<file path="src/rtl/ipl_pkg.sv">
// ipl_pkg: shared types and constants for the 68000 interrupt priority
// encoder (ipl_encoder and its stability filter).
//   state_e        acknowledge-cycle FSM states
//   IPL_NONE       _IPL pattern meaning "no request"
//   LVL_NMI        non-maskable level (edge-triggered on the 68000)
//   ACK_ADDR_MASK  address bits [23:4] that must all be ones in an
//                  interrupt-acknowledge cycle; bits [3:1] carry the level
//   sat6()         clamps a Paula level into 0..6
package ipl_pkg;

  typedef enum logic [1:0] {
    IDLE    = 2'd0,
    ACK     = 2'd1,
    WAIT_AS = 2'd2
  } state_e;

  localparam logic [2:0]  IPL_NONE      = 3'b111;
  localparam logic [2:0]  LVL_NMI       = 3'd7;
  localparam logic [22:0] ACK_ADDR_MASK = 23'h7FFFF8;

  // Paula can never legitimately request level 7, so a 7 is taken as 6.
  function automatic logic [2:0] sat6(input logic [2:0] lvl);
    if (lvl == 3'd7) begin
      sat6 = 3'd6;
    end else begin
      sat6 = lvl;
    end
  endfunction

endpackage

</file>
<file path="src/rtl/ipl_filter.sv">
// ipl_filter: holds back a change of the requested level until it has been
// stable for FILTER cycles, then presents it on the active-low _ipl lines.
//   clk_i     system clock
//   reset_i   synchronous, active-high reset
//   freeze_i  holds counter, candidate and _ipl (acknowledge in progress)
//   req_i     requested level 0..7
//   cand_o    level currently presented to the CPU
//   _ipl_o    ~cand_o, registered
module ipl_filter
  import ipl_pkg::*;
#(
  parameter int FILTER = 2
) (
  input  logic       clk_i,
  input  logic       reset_i,
  input  logic       freeze_i,
  input  logic [2:0] req_i,
  output logic [2:0] cand_o,
  output logic [2:0] _ipl_o
);

  localparam logic [2:0] FILT_LAST = 3'(FILTER - 1);

  logic [2:0] cnt_q,  cnt_d;
  logic [2:0] prev_q, prev_d;
  logic [2:0] cand_q, cand_d;
  logic [2:0] ipl_q,  ipl_d;

  // Stability counter: any change of req restarts it; the FILTER-th stable
  // cycle commits req as the new candidate and drives it onto _ipl.
  always_comb begin
    cnt_d  = cnt_q;
    prev_d = prev_q;
    cand_d = cand_q;
    ipl_d  = ipl_q;
    if (freeze_i) begin
      cnt_d  = cnt_q;
    end else begin
      prev_d = req_i;
      if (req_i != prev_q) begin
        cnt_d = 3'd0;
      end else if (req_i != cand_q) begin
        if (cnt_q == FILT_LAST) begin
          cand_d = req_i;
          ipl_d  = ~req_i;
          cnt_d  = 3'd0;
        end else begin
          cnt_d = cnt_q + 3'd1;
        end
      end else begin
        cnt_d = 3'd0;
      end
    end
  end

  // Filter state registers.
  always_ff @(posedge clk_i) begin
    if (reset_i) begin
      cnt_q  <= 3'd0;
      prev_q <= 3'd0;
      cand_q <= 3'd0;
      ipl_q  <= IPL_NONE;
    end else begin
      cnt_q  <= cnt_d;
      prev_q <= prev_d;
      cand_q <= cand_d;
      ipl_q  <= ipl_d;
    end
  end

  assign cand_o = cand_q;
  assign _ipl_o = ipl_q;

endmodule

</file>
<file path="src/rtl/ipl_encoder.sv">
// ipl_encoder: encodes Paula's interrupt level and the cartridge level-7
// request onto the 68000 _IPL[2:0] lines, detects the autovector
// acknowledge cycle and re-arms level 7 after it is taken.
//   clk_i, reset_i   clock, synchronous active-high reset
//   irq_level_i      Paula level (0 = none, 7 treated as 6)
//   int7_i           cartridge level-7 request, rising edge used
//   cpu_address_i    CPU address [23:1]
//   _cpu_as_i        address strobe, active low
//   cpu_rd_i         read cycle
//   _ipl_o           active-low level presented to the CPU
//   ack_o            one-cycle strobe on acknowledge detection
//   ack_level_o      level acknowledged by the CPU, held
//   nmi_pending_o    latched level-7 request not yet acknowledged
//   spurious_o       one-cycle strobe: acknowledged level != presented level
module ipl_encoder
  import ipl_pkg::*;
#(
  parameter int FILTER = 2,
  parameter int REARM  = 2
) (
  input  logic        clk_i,
  input  logic        reset_i,
  input  logic [2:0]  irq_level_i,
  input  logic        int7_i,
  input  logic [22:0] cpu_address_i,
  input  logic        _cpu_as_i,
  input  logic        cpu_rd_i,
  output logic [2:0]  _ipl_o,
  output logic        ack_o,
  output logic [2:0]  ack_level_o,
  output logic        nmi_pending_o,
  output logic        spurious_o
);

  localparam logic [2:0] REARM_VAL = 3'(REARM);

  state_e     state_q, state_d;
  logic       int7_q;
  logic       nmi_q, nmi_d;
  logic [2:0] rearm_q, rearm_d;
  logic       ack_q, ack_d;
  logic       spur_q, spur_d;
  logic [2:0] ack_level_q, ack_level_d;

  logic       int7_rise_s;
  logic       ackcyc_s;
  logic [2:0] req_s;
  logic [2:0] cand_s;
  logic       freeze_s;

  assign int7_rise_s = int7_i & ~int7_q;
  assign ackcyc_s    = ((cpu_address_i & ACK_ADDR_MASK) == ACK_ADDR_MASK)
                       & ~_cpu_as_i & cpu_rd_i;
  assign freeze_s    = (state_q != IDLE);

  // Level 7 is masked while a re-arm is in progress so the CPU sees _ipl
  // leave 7 and can take the next edge.
  always_comb begin
    if (nmi_q && (rearm_q == 3'd0)) begin
      req_s = LVL_NMI;
    end else begin
      req_s = sat6(irq_level_i);
    end
  end

  ipl_filter #(.FILTER(FILTER)) u_filter (
    .clk_i    (clk_i),
    .reset_i  (reset_i),
    .freeze_i (freeze_s),
    .req_i    (req_s),
    .cand_o   (cand_s),
    ._ipl_o   (_ipl_o)
  );

  // Acknowledge FSM, level-7 latch and re-arm counter next state.
  always_comb begin
    state_d     = state_q;
    ack_d       = 1'b0;
    spur_d      = 1'b0;
    ack_level_d = ack_level_q;
    nmi_d       = nmi_q;
    rearm_d     = rearm_q;
    case (state_q)
      IDLE: begin
        if (ackcyc_s) begin
          state_d     = ACK;
          ack_d       = 1'b1;
          ack_level_d = cpu_address_i[2:0];
          spur_d      = (cpu_address_i[2:0] != cand_s) | (cand_s == 3'd0);
        end else begin
          state_d = IDLE;
        end
        // The re-arm window counts only once the lower level is actually on
        // _ipl; counting through the filter latency could leave _ipl at 7.
        if ((rearm_q != 3'd0) && (cand_s != LVL_NMI)) begin
          rearm_d = rearm_q - 3'd1;
        end else begin
          rearm_d = rearm_q;
        end
      end
      ACK: begin
        state_d = WAIT_AS;
        if (ack_level_q == LVL_NMI) begin
          nmi_d   = 1'b0;
          rearm_d = REARM_VAL;
        end else begin
          nmi_d   = nmi_q;
        end
      end
      WAIT_AS: begin
        if (_cpu_as_i) begin
          state_d = IDLE;
        end else begin
          state_d = WAIT_AS;
        end
      end
      default: begin
        state_d = IDLE;
      end
    endcase
    // A new edge wins over an acknowledge clear in the same cycle.
    if (int7_rise_s) begin
      nmi_d = 1'b1;
    end else begin
      nmi_d = nmi_d;
    end
  end

  // Control and output registers.
  always_ff @(posedge clk_i) begin
    if (reset_i) begin
      state_q     <= IDLE;
      int7_q      <= 1'b0;
      nmi_q       <= 1'b0;
      rearm_q     <= 3'd0;
      ack_q       <= 1'b0;
      spur_q      <= 1'b0;
      ack_level_q <= 3'd0;
    end else begin
      state_q     <= state_d;
      int7_q      <= int7_i;
      nmi_q       <= nmi_d;
      rearm_q     <= rearm_d;
      ack_q       <= ack_d;
      spur_q      <= spur_d;
      ack_level_q <= ack_level_d;
    end
  end

  assign ack_o         = ack_q;
  assign ack_level_o   = ack_level_q;
  assign nmi_pending_o = nmi_q;
  assign spurious_o    = spur_q;

endmodule
</file>
<file path="config.mk">
export PLATFORM = sky130hd
export DESIGN_NAME = ipl_encoder
export DESIGN_NICKNAME = d
export VERILOG_FILES = /design/src/rtl/ipl_pkg.sv /design/src/rtl/ipl_filter.sv /design/src/rtl/ipl_encoder.sv
export SDC_FILE = /design/constraint.sdc
export NUM_CORES = 1
export LEC_CHECK = 0
export ABC_CLOCK_PERIOD_IN_PS = 3200
export CAP_MARGIN = 20
export CORE_MARGIN = 4
export CORE_UTILIZATION = 30
export CTS_CLUSTER_DIAMETER = 80
export DETAILED_ROUTE_END_ITERATION = 12
export SYNTH_ARGS = -nofsm -noshare
export SYNTH_HDL_FRONTEND = slang
export SYNTH_SLANG_ARGS = --single-unit
export TNS_END_PERCENT = 1
</file>
<file path="constraint.sdc">
create_clock -name clk_i -period 3.2 [get_ports clk_i]
set_clock_uncertainty 0.05 [all_clocks]
set_input_delay 0.64 -clock clk_i [delete_from_list [all_inputs] [get_ports clk_i]]
set_output_delay 0.64 -clock clk_i [all_outputs]
set_load 0.02 [all_outputs]
</file>
# Word level (Yosys, flattened, before mapping)
# Cells that the tools add are included.
[classes] n_addsub=2 eq_ne=12 mux=15 bitwise_logic=11 n_reduce_logical=16
[ops] cell="$mux 3" count=7
[ops] cell="$eq 20x20->1 const B" count=1
[ops] cell="$ne 3x3->1" count=3
[ops] cell="$reduce_bool 2->1" count=4
[ops] cell="$eq 3x3->1 const B" count=2
[ops] cell="$logic_not 3->1" count=2
[ops] cell="$not 1->1" count=6
[ops] cell="$pmux 2 s3" count=1
[ops] cell="$pmux 3 s2" count=1
[ops] cell="$mux 1" count=5
[ops] cell="$ne 2x2->1 const B" count=2
[ops] cell="$reduce_and 2->1" count=2
[ops] cell="$reduce_and 4->1" count=1
[ops] cell="$add 3x1->3 const B" count=1
[ops] cell="$and 1x1->1" count=3
[ops] cell="$eq 3x1->1 const B" count=1
[ops] cell="$ne 3x3->1 const B" count=1
[ops] cell="$not 3->3" count=1
[ops] cell="$reduce_and 3->1" count=1
[ops] cell="$reduce_bool 3->1" count=1
[ops] cell="$reduce_or 3->1" count=1
[ops] cell="$sub 3x1->3 const B" count=1
[ops] cell="$eq 2x1->1 const B" count=1
[ops] cell="$eq 2x2->1 const B" count=1
[ops] cell="5 further kinds" count=6
[totals] register_bits=24 input_bits=31 output_inout_bits=9 word_cells=67

# Longest topological paths before layout
# Gate-level depths: netlist (run 1).
[logic_depth] word_depth=6 depth_mapped=8 depth_no_buf=8

# By module
# Synthesis (run 1) repeated with hierarchy kept, for this count alone.
[unflattened] cells_unflattened=127 area_unflattened_um2=1198.6
[modules_own_cells] module="ipl_encoder" n_inst=1 cells_each=68 area_each_um2=610.6 seq_area_each_um2=240.2
[modules_own_cells] module="ipl_filter" n_inst=1 cells_each=59 area_each_um2=588.1 seq_area_each_um2=240.2

# Least setup slack after synthesis (run 1)
# Ideal clock, no wire load.
[synth_path] path_kind="reg2reg" startpoint="register rearm_q[0]" endpoint="register u_filter.cand_q[0] (netlist: u_filter.cand_o[0])" setup_time_ps=121 t_arrival_ps=2255 t_required_ps=3029 path_slack_ps=774 stages_incl_launch_ff=9 n_path_buf=0 synth_period_minus_slack_ps=2426 path_cell_list="dfxtp_1 -> inv_1 -> ha_1 -> ha_1 -> and2_4 -> or4_4 -> a32oi_2 -> nand3_4 -> mux2_4"
[synth_between] elab_chain_len=6 elab_cells_between_ends=7 cone_classes="eq/ne (2); mux (1); bitwise (1); reduce/logical (3)"
[synth_lines] item="start: declaration" line="ipl_encoder.sv:40" rtl="logic [2:0] rearm_q, rearm_d;"
[synth_lines] item="start signal: assignment" line="ipl_encoder.sv:143" rtl="rearm_q <= rearm_d;"
[synth_lines] item="$logic_not 3->1 *" line="ipl_encoder.sv:59" rtl="if (nmi_q && (rearm_q == 3'd0)) begin"
[synth_lines] item="$logic_and 1x1->1 *" line="ipl_encoder.sv:59"
[synth_lines] item="$mux 3 *" line="ipl_encoder.sv:59"
[synth_lines] item="$ne 3x3->1" line="ipl_filter.sv:40" rtl="if (req_i != prev_q) begin"
[synth_lines] item="$not 1->1 (no line)"
[synth_lines] item="$reduce_and 4->1 (no line)"
[synth_lines] item="end signal: assignment" line="ipl_filter.sv:66" rtl="cand_q <= cand_d;"
[synth_lines] item="end: declaration" line="ipl_filter.sv:26" rtl="logic [2:0] cand_q, cand_d;"
# Every way passes the cells marked *; elsewhere a longest branch is shown, timed or not.
# A chain may end at the register's enable or synchronous reset.

# Worst setup path after layout (run 1)
[layout_path] startpoint="input port irq_level_i[2]" endpoint="register u_filter.cand_q[2] (netlist: u_filter.cand_o[2])"
[layout_between] elab_chain_len=6 elab_cells_between_ends=7 cone_classes="eq/ne (3); mux (2); bitwise (1); reduce/logical (1)"
[layout_lines] item="start: declaration" line="ipl_encoder.sv:23" rtl="input logic [2:0] irq_level_i,"
[layout_lines] item="$eq 3x3->1" line="ipl_pkg.sv:23" rtl="if (lvl == 3'd7) begin"
[layout_lines] item="$mux 3 *" line="ipl_pkg.sv:23"
[layout_lines] item="$mux 3 *" line="ipl_encoder.sv:59"
[layout_lines] item="$ne 3x3->1" line="ipl_filter.sv:40"
[layout_lines] item="$not 1->1 (no line)"
[layout_lines] item="$reduce_and 4->1 (no line)"
# Marks and branches as above.

==> key figures, run 1 <==
Setup path
  • CP Class: input port to flip-flop
  • CP Data Required Time: 3.31 ns
  • Worst R2R Start: rearm_q[0]
  • CP Launch Type: input port
  • Max FO, Critical Path: 6
  • Reg2reg path depth: 8
  • Critical Path AT: 2.71 ns
  • Reg2Reg Setup Slack: about 0.61 ns
  • CP Capture Type: flip-flop
  • R2r endpoint: u_filter.cand_o[2]

Synthesis
  • Most frequent cells after synthesis: 24 x dfxtp_1, 24 x nor2_1, 12 x nand2_1
  • Post-synth top area share: 0.3938
  • Ys flop type: dfxtp_1
  • Cell area after synthesis: 1220 µm²
  • Post-synth EDFFs: 0
  • Syn_nets: about 170
  • Synth area leaders: dfxtp_1 39%, nor2_1 7.4%, mux2i_1 4.9%, mux2_4 3.7%, nand2_1 3.7%
  • FF+latch count, synth: 24
  • Cell variety after synth: 37
  • Register area share after synthesis: 0.3938
  • Async S/R FF share, synth: 0
  • Leading area contributor after synthesis: dfxtp_1
  • Gate Count Post-Synth: around 140
  • Synth Warn #: 0
  • Avg Inst Size Synth: around 8.8 µm²

Placed design
  • Place WS: about 0.32 ns
  • GPL Wtd Cong: ~0.85
  • Post-DP Area: 1654 µm²
  • IO buf count: 39
  • HPWL Detailed: approximately 2500 µm
  • Placed Instances: between 200 and 250

Die
  • Site Rows: 22
  • I/O Pins: 40
  • Core area: approximately 3800 µm²
  • DIE HEIGHT: about 72 µm
  • DIE WIDTH: roughly 72 µm
  • Die ar.: between 5000 and 6000 µm²
  • Initial core utilization: 0.3211

Route
  • Initial detailed-routing violation count: 22
  • Post-detailed-route via-to-cell ratio: a little under 5
  • DR WL/cell: 13.27 µm
  • Routed Antenna Nets: 0
  • Residual DRC: 0
  • Final wirelength: approximately 3000 µm
  • Drt first pass iters: 4
  • DR vias: approximately 1.1k

Clock network
  • TritonCTS clock tree: yes
  • CTS root buf: clkbuf_8
  • Post-CTS setup buffer count: 0
  • CTS Buf Count: 3
  • Htree depth: 1
  • Worst-path clk slew: about 0.08 ns
  • Insertion delay to the later sink of the worst-skew pair: around 0.27 ns
  • Clock Sinks: 24
  • Cts hold-fix bufs: 0
  • Resized Gates After CTS: 0
  • Clock Path Buffers: 2

Global routing
  • GR Overflow Total: 0
  • Vias in the first global route: 1141
  • All-Layer GR Usage: 0.1234
  • First-pass GRT wire length: slightly above 5000 µm
  • Initial antenna violation count: 0
  • Largest net degree at the start of global routing: 20

STA
  • Setup TNS: 0 ns
  • Worst rel slew slack: 0.5849
  • Slew @ Worst Pin: around 0.61 ns
  • Final Critical Period: between 2 and 3 ns
  • Final worst-path cycle share: 0.8127
  • Final setup violation count: 0
  • Hold WS: between 0.4 and 0.5 ns
  • Worst Setup Slack, final: between 0.5 and 0.6 ns
  • Hold Vio Cnt, Final: 0
  • Pins Over Slew Limit: 0
  • RSZ-0062 raised after global routing: false
  • FMAX: roughly 0.38 GHz

Pwr
  • Sw Ratio: 0.2789
  • Cell Int Power: 0.5359 mW
  • Sequential power share: 0.452
  • Power share of the clock group: 0.276
  • Gate power share: 0.273
  • Leakage: between 0.6 and 0.7 nW
  • Switching pwr: 0.2073 mW
  • Max IR drop VDD: 0.2111 mV
  • Power Total: ~0.74 mW
  • Pwr/cell area: 434.8 nW/µm²

Worst hold path
  • Hold Crit Class: flip-flop to flip-flop
  • Hold EP: rearm_q[1]
  • Min-delay src: rearm_q[1]
  • WHS Path Cells: 2

Run
  • Max_cap viols: 0

Cells and area
  • Layout Nets: roughly 210
  • Area grow syn2layout: 40.10%
  • ANT cells: 0
  • Fin area: about 1700 µm²
  • Util after Layout: 0.4499
  • Share of post-route cells with drive strength above 1: 0.09551
  • Fin cells: around 230

Run status
  • Status: complete, no violations
area by class of cell:
class | instances | area (µm²)
Sequential cell | 24 | 480.5
Clock buffer | 4 | 55.05
Timing Repair Buffer | 40 | 397.9
Multi-Input combinational cell | 107 | 704.4
Tap cell | 48 | 60.06
Fill cell | 383 | 2090
Inverter | 3 | 11.26
state kept, by name (all words and copies together) (netlist names):
register	count
ack_level_o	3
ack_o	1
int7_q	1
nmi_pending_o	1
rearm_q	3
spurious_o	1
state_q	2
u_filter._ipl_o	3
u_filter.cand_o	3
u_filter.cnt_q	3
u_filter.prev_q	3
cells in the final DEF, fill, tap and decap left out:
cell type and count:
nand4b_1 3, nand2_1 12, ha_1 2, o31a_1 1, a41oi_1 1, a311o_2 1
o311ai_0 1, o21ai_0 1, nand2b_1 2, a32oi_2 1, mux2i_1 6, clkdlybuf4s50_1 39
inv_1 3, nand3_1 4, mux2_4 3, a31oi_1 2, nor2_1 24, nor3_1 4
o21a_1 1, a21oi_1 8, or2_2 1, a21o_1 1, xor2_1 5, a211oi_1 4
and2_4 1, clkbuf_8 4, or3b_2 1, or4_4 1, dfxtp_1 24, nor4b_1 1
buf_4 1, nand4_1 5, nand3_4 1, and2b_1 3, nor4_1 2, nor2b_1 2
a21bo_2 2
metal layers:
| layer | track usage | vias to the layer above | wire [µm] |
|---|---|---|---|
| li1 | - | 574 | - |
| met1 | 0.1574 | 525 | 1334 |
| met2 | 0.2071 | 19 | 1527 |
| met3 | 0.03086 | 5 | 105 |
| met4 | 0.03132 | 0 | 31 |
| met5 | 0 | - | 0 |
worst max-delay path by stage:
stage	cells after the start	start	slack, ns	endpoint
after floorplan	8	rearm_q[0]	0.77	u_filter.cand_o[0]
after global placement	6	irq_level_i[2]	0.38	u_filter.cand_o[0]
after detailed placement	6	irq_level_i[2]	0.32	u_filter.cand_o[2]
after CTS	8	rearm_q[0]	0.60	u_filter.cand_o[2]
after global routing	8	rearm_q[0]	0.43	u_filter.cand_o[0]
final	6	irq_level_i[2]	0.60	u_filter.cand_o[2]
power by group through the flow:
stage | registers (mW) | logic, mW | clock network [mW]
2_1_floorplan | 0.340 | 0.133 | 0
3_3_place_gp | 0.342 | 0.194 | 0
3_5_place_dp | 0.343 | 0.205 | 0
4_1_cts | 0.336 | 0.205 | 0.213
5_1_grt | 0.340 | 0.236 | 0.227
6_report | 0.336 | 0.203 | 0.205
worst max-delay path, stage by stage:
cell	delay [ns]
clkdlybuf4s50_1	0.51
xor2_1	0.19
or4_4	0.42
a32oi_2	0.40
nand3_4	0.20
mux2_4	0.35
cell families (layout without fill, tap and decap cells):
family                   after synthesis  count (layout)  share of synthesized area
multiplexers                           9               9                    0.08615
flip-flops                            24              24                     0.3938
buffers and inverters                  7              47                    0.02871
adder cells (fa/ha/maj)                2               2                    0.02051
AND/OR/NAND/NOR                       67              67                     0.2903
AO/OA/AOI/OAI                         24              24                     0.1446
XOR/XNOR                               5               5                    0.03590
Power figures use the tool's default switching activity.
==> inputs of run 2 (changes only) <==
--- a/config.mk
+++ b/config.mk
@@ -5,7 +5,7 @@
 export SDC_FILE = /design/constraint.sdc
 export NUM_CORES = 1
 export LEC_CHECK = 0
-export ABC_CLOCK_PERIOD_IN_PS = 3200
+export ABC_CLOCK_PERIOD_IN_PS = 2200
 export CAP_MARGIN = 20
 export CORE_MARGIN = 4
 export CORE_UTILIZATION = 30
==> constraint.sdc (replaced) <==
create_clock -name clk_i -period 2.2 [get_ports clk_i]
set_clock_uncertainty 0.05 [all_clocks]
set_input_delay 0.44 -clock clk_i [delete_from_list [all_inputs] [get_ports clk_i]]
set_output_delay 0.44 -clock clk_i [all_outputs]
set_load 0.02 [all_outputs]
==> run 2 against run 1 <==
Net effect:
- final area grew 8.1%
- combinational power grew 94%
- critical endpoint unchanged
- critical path type is now flip-flop to flip-flop
- flip-flop and latch count is the same
- hold slack gained 0.012 ns
- utilization grew 3.7 points
==> key figures, run 2 (synthesis gave the netlist of run 1 again) <==
Run status
  • Status: complete, no violations

Setup path
  • CP Data Required Time: 2.31 ns (-1.00 ns)
  • CP bufs+invs: 1 (unchanged)
  • Worst R2R Start: rearm_q[0]
  • CP max stage cell: or4_4
  • CP delay by family, top: simple AND/OR/NAND/NOR gates
  • Max FO, Critical Path: 4 (-2)
  • Cell mode on critical path: ha_4
  • CP Launch Type: flip-flop
  • R2r endpoint: u_filter.cand_o[2]
  • Worst setup endpoint: u_filter.cand_o[2]
  • Reg2Reg Setup Slack: 0.05 ns (-0.56 ns)
  • Critical Path AT: 2.26 ns (-0.45 ns)
  • CP Capture Type: flip-flop
  • Critical path, cell by cell: inv_2 > ha_4 > ha_4 > and2_4 > or4_4 > a32oi_4 > nand3_4 > mux2_4
  • Crit path depth: 8 (+2)
  • CP Class: flip-flop to flip-flop
  • CP Launch Point: rearm_q[0]
  • Reg2reg path depth: 8 (unchanged)
  • Slowest Stage Delay on Critical Path: 0.43 ns (-0.08 ns)

Die
  • DIE HEIGHT: 71.77 µm (unchanged)
  • DIE WIDTH: 71.77 µm (unchanged)
  • Core area: 3799 µm² (unchanged)
  • Initial core utilization: 0.3211 (unchanged)
  • Die ar.: 5151 µm² (unchanged)
  • Site Rows: 22 (unchanged)
  • I/O Pins: 40 (unchanged)

Placed design
  • GPL Wtd Cong: 0.8319 (-2.4%)
  • Placed Instances: 234 (+5.4%)
  • IO buf count: 39 (unchanged)
  • HPWL Detailed: 2625 µm (+5.9%)

Cells and area
  • Layout Nets: 224 (+5.7%)
  • Share of post-route cells with drive strength above 1: 0.1895 (+0.09397)
  • Most frequent cells in the layout: 38 x clkdlybuf4s50_1, 24 x nor2_1, 22 x dfxtp_1, 13 x buf_4, 12 x nand2_1
  • Fin cells: 238 (+5.3%)
  • Area grow syn2layout: 51.49%
  • ANT cells: 0 (unchanged)
  • Fill cell count: 368 (-3.9%)
  • Most common cell after layout, fill and taps aside: clkdlybuf4s50_1

Pwr
  • Pwr/cell area: 639.0 nW/µm² (+47%)
  • Power share of the clock group: 0.250 (-0.026)
  • Gate power share: 0.333 (+0.060)
  • Leakage: 0.7435 nW (+10%)
  • Max IR drop VDD: 0.4771 mV (+130%)
  • Cell Int Power: 0.8509 mW (+59%)
  • Sequential power share: 0.417 (-0.035)
  • Sw Ratio: 0.2794 (+0.0005324)
  • Switching pwr: 0.3300 mW (+59%)

STA
  • Final Critical Period: ~2.1 ns
  • FMAX: ~0.47 GHz
  • RSZ-0062 raised after global routing: true
  • Hold WS: 0.4537 ns (+0.01224 ns)
  • Final setup violation count: 0 (unchanged)
  • Slew @ Worst Pin: 0.4398 ns (-0.1748 ns)
  • Worst rel slew slack: 0.7058 (+0.1209)
  • Hold Vio Cnt, Final: 0 (unchanged)
  • Final worst-path cycle share: 0.9772
  • Pins Over Slew Limit: 0 (unchanged)

Route
  • Final wirelength: 3122 µm (+4.1%)
  • Initial detailed-routing violation count: 79 (+260%)
  • Post-detailed-route via-to-cell ratio: 4.992 (+0.45%)
  • Routed Antenna Nets: 0 (unchanged)
  • Drt first pass iters: 4 (unchanged)
  • DR vias: 1188 (+5.8%)
  • DR WL/cell: 13.12 µm (-1.1%)
  • Residual DRC: 0 (unchanged)

Run
  • Max_cap viols: 0 (unchanged)

Clock network
  • CTS Buf Count: 3 (unchanged)
  • Insertion delay to the later sink of the worst-skew pair: 0.26 ns (about the same)
  • Clock Path Buffers: 2 (unchanged)
  • Clock Sinks: 24 (unchanged)
  • Worst-path clk slew: 0.08 ns (about the same)
  • Post-CTS setup buffer count: 0 (unchanged)
  • TritonCTS clock tree: yes
  • Htree depth: 1 (unchanged)
  • CTS root buf: clkbuf_8

Global routing
  • GR Overflow Total: 0 (unchanged)
  • All-Layer GR Usage: 0.1280 (+0.004552)
  • Initial antenna violation count: 0 (unchanged)
  • First-pass GRT wire length: 5423 µm (+5.1%)
  • Largest net degree at the start of global routing: 14 (-30%)
  • Vias in the first global route: 1210 (+6.0%)

Worst hold path
  • Hold Crit Class: flip-flop to flip-flop
## run 2: cell types whose count changed in the layout (fill, tap and decap cells not counted), sizes merged
cell,previous run,this run
buf,1,13
clkdlybuf4s50,39,38
dlymetal6s2s,0,1
## run 2: how the worst min path moves through the flow
stage	startpoint	to	slack [ns]	cells past startpoint
after global routing	int7_q	nmi_pending_o	0.50	2
after CTS	rearm_q[2]	rearm_q[2]	0.46	2
after floorplan	rearm_q[2]	rearm_q[2]	0.40	2
final	rearm_q[2]	rearm_q[2]	0.45	2
after global placement	rearm_q[2]	rearm_q[2]	0.41	2
after detailed placement	rearm_q[2]	rearm_q[2]	0.44	2
## run 2: cell type report
class,count,area (µm²),area share
Sequential cell,24,483.0,0.2613
Tap cell,48,60.06,0.03250
Clock buffer,4,55.05,0.02979
Timing Repair Buffer,52,490.5,0.2654
Multi-Input combinational cell,107,748.2,0.4049
Inverter,3,11.26,0.006093
## run 2: power by group through the flow
stage          Sequential (mW)  Clock [mW]  Combinational [mW]
6_report                 0.492       0.295               0.394
2_1_floorplan            0.499           0               0.238
5_1_grt                  0.497       0.327               0.458
3_3_place_gp             0.500           0               0.383
4_1_cts                  0.493       0.308               0.395
3_5_place_dp             0.501           0               0.392
## run 2: what timing repair did
| item | CTS | global route |
|---|---|---|
| gates resized for setup | 1 | 3 |
| pin swaps | 3 | 0 |
| endpoints found under the setup margin | 7 | 8 |
| hold buffers | 0 | 0 |
## run 2: routing by layer
layer  GRT usage  vias to the layer above  wire length (µm)  share of wire
met5           0                        -                 0              0
met3     0.02384                        2                93          0.030
li1            -                      599                 -              -
met1      0.1664                      570              1371           0.44
met2      0.2194                       17              1652           0.53
met4     0.02714                        0                 4         0.0013
## run 2: metrics by stage
stage	TNS (ns)	setup WS [ns]	total power, mW	utilization	area (µm²)
2_1_floorplan	-0.4018	-0.1339	0.7373	-	1257
3_3_place_gp	-1.323	-0.1954	0.8829	0.4690	1782
3_5_place_dp	-1.860	-0.2586	0.8934	0.4690	1782
4_1_cts	0	0.01305	1.196	0.4839	1838
5_1_grt	-0.06868	-0.02152	1.282	0.4865	1848
6_report	0	0.05006	1.181	0.4865	1848
## run 2: worst reg2reg max path: cells and delay by family, from the launching register on
kind            cells  cell delay, ns
mux                 1            0.32
fa+ha+maj           2            0.30
compound gates      1            0.28
flops               1            0.34
buf+inv             1            0.04
simple gates        3            0.71
==> inputs of run 3 (changes only) <==
--- a/config.mk
+++ b/config.mk
@@ -11,6 +11,7 @@
 export CORE_UTILIZATION = 30
 export CTS_CLUSTER_DIAMETER = 80
 export DETAILED_ROUTE_END_ITERATION = 12
+export GPL_TIMING_DRIVEN = 1
 export SYNTH_ARGS = -nofsm -noshare
 export SYNTH_HDL_FRONTEND = slang
 export SYNTH_SLANG_ARGS = --single-unit
==> results of run 3 <==
Final layout, timing and power as in run 2 (identical DEF).
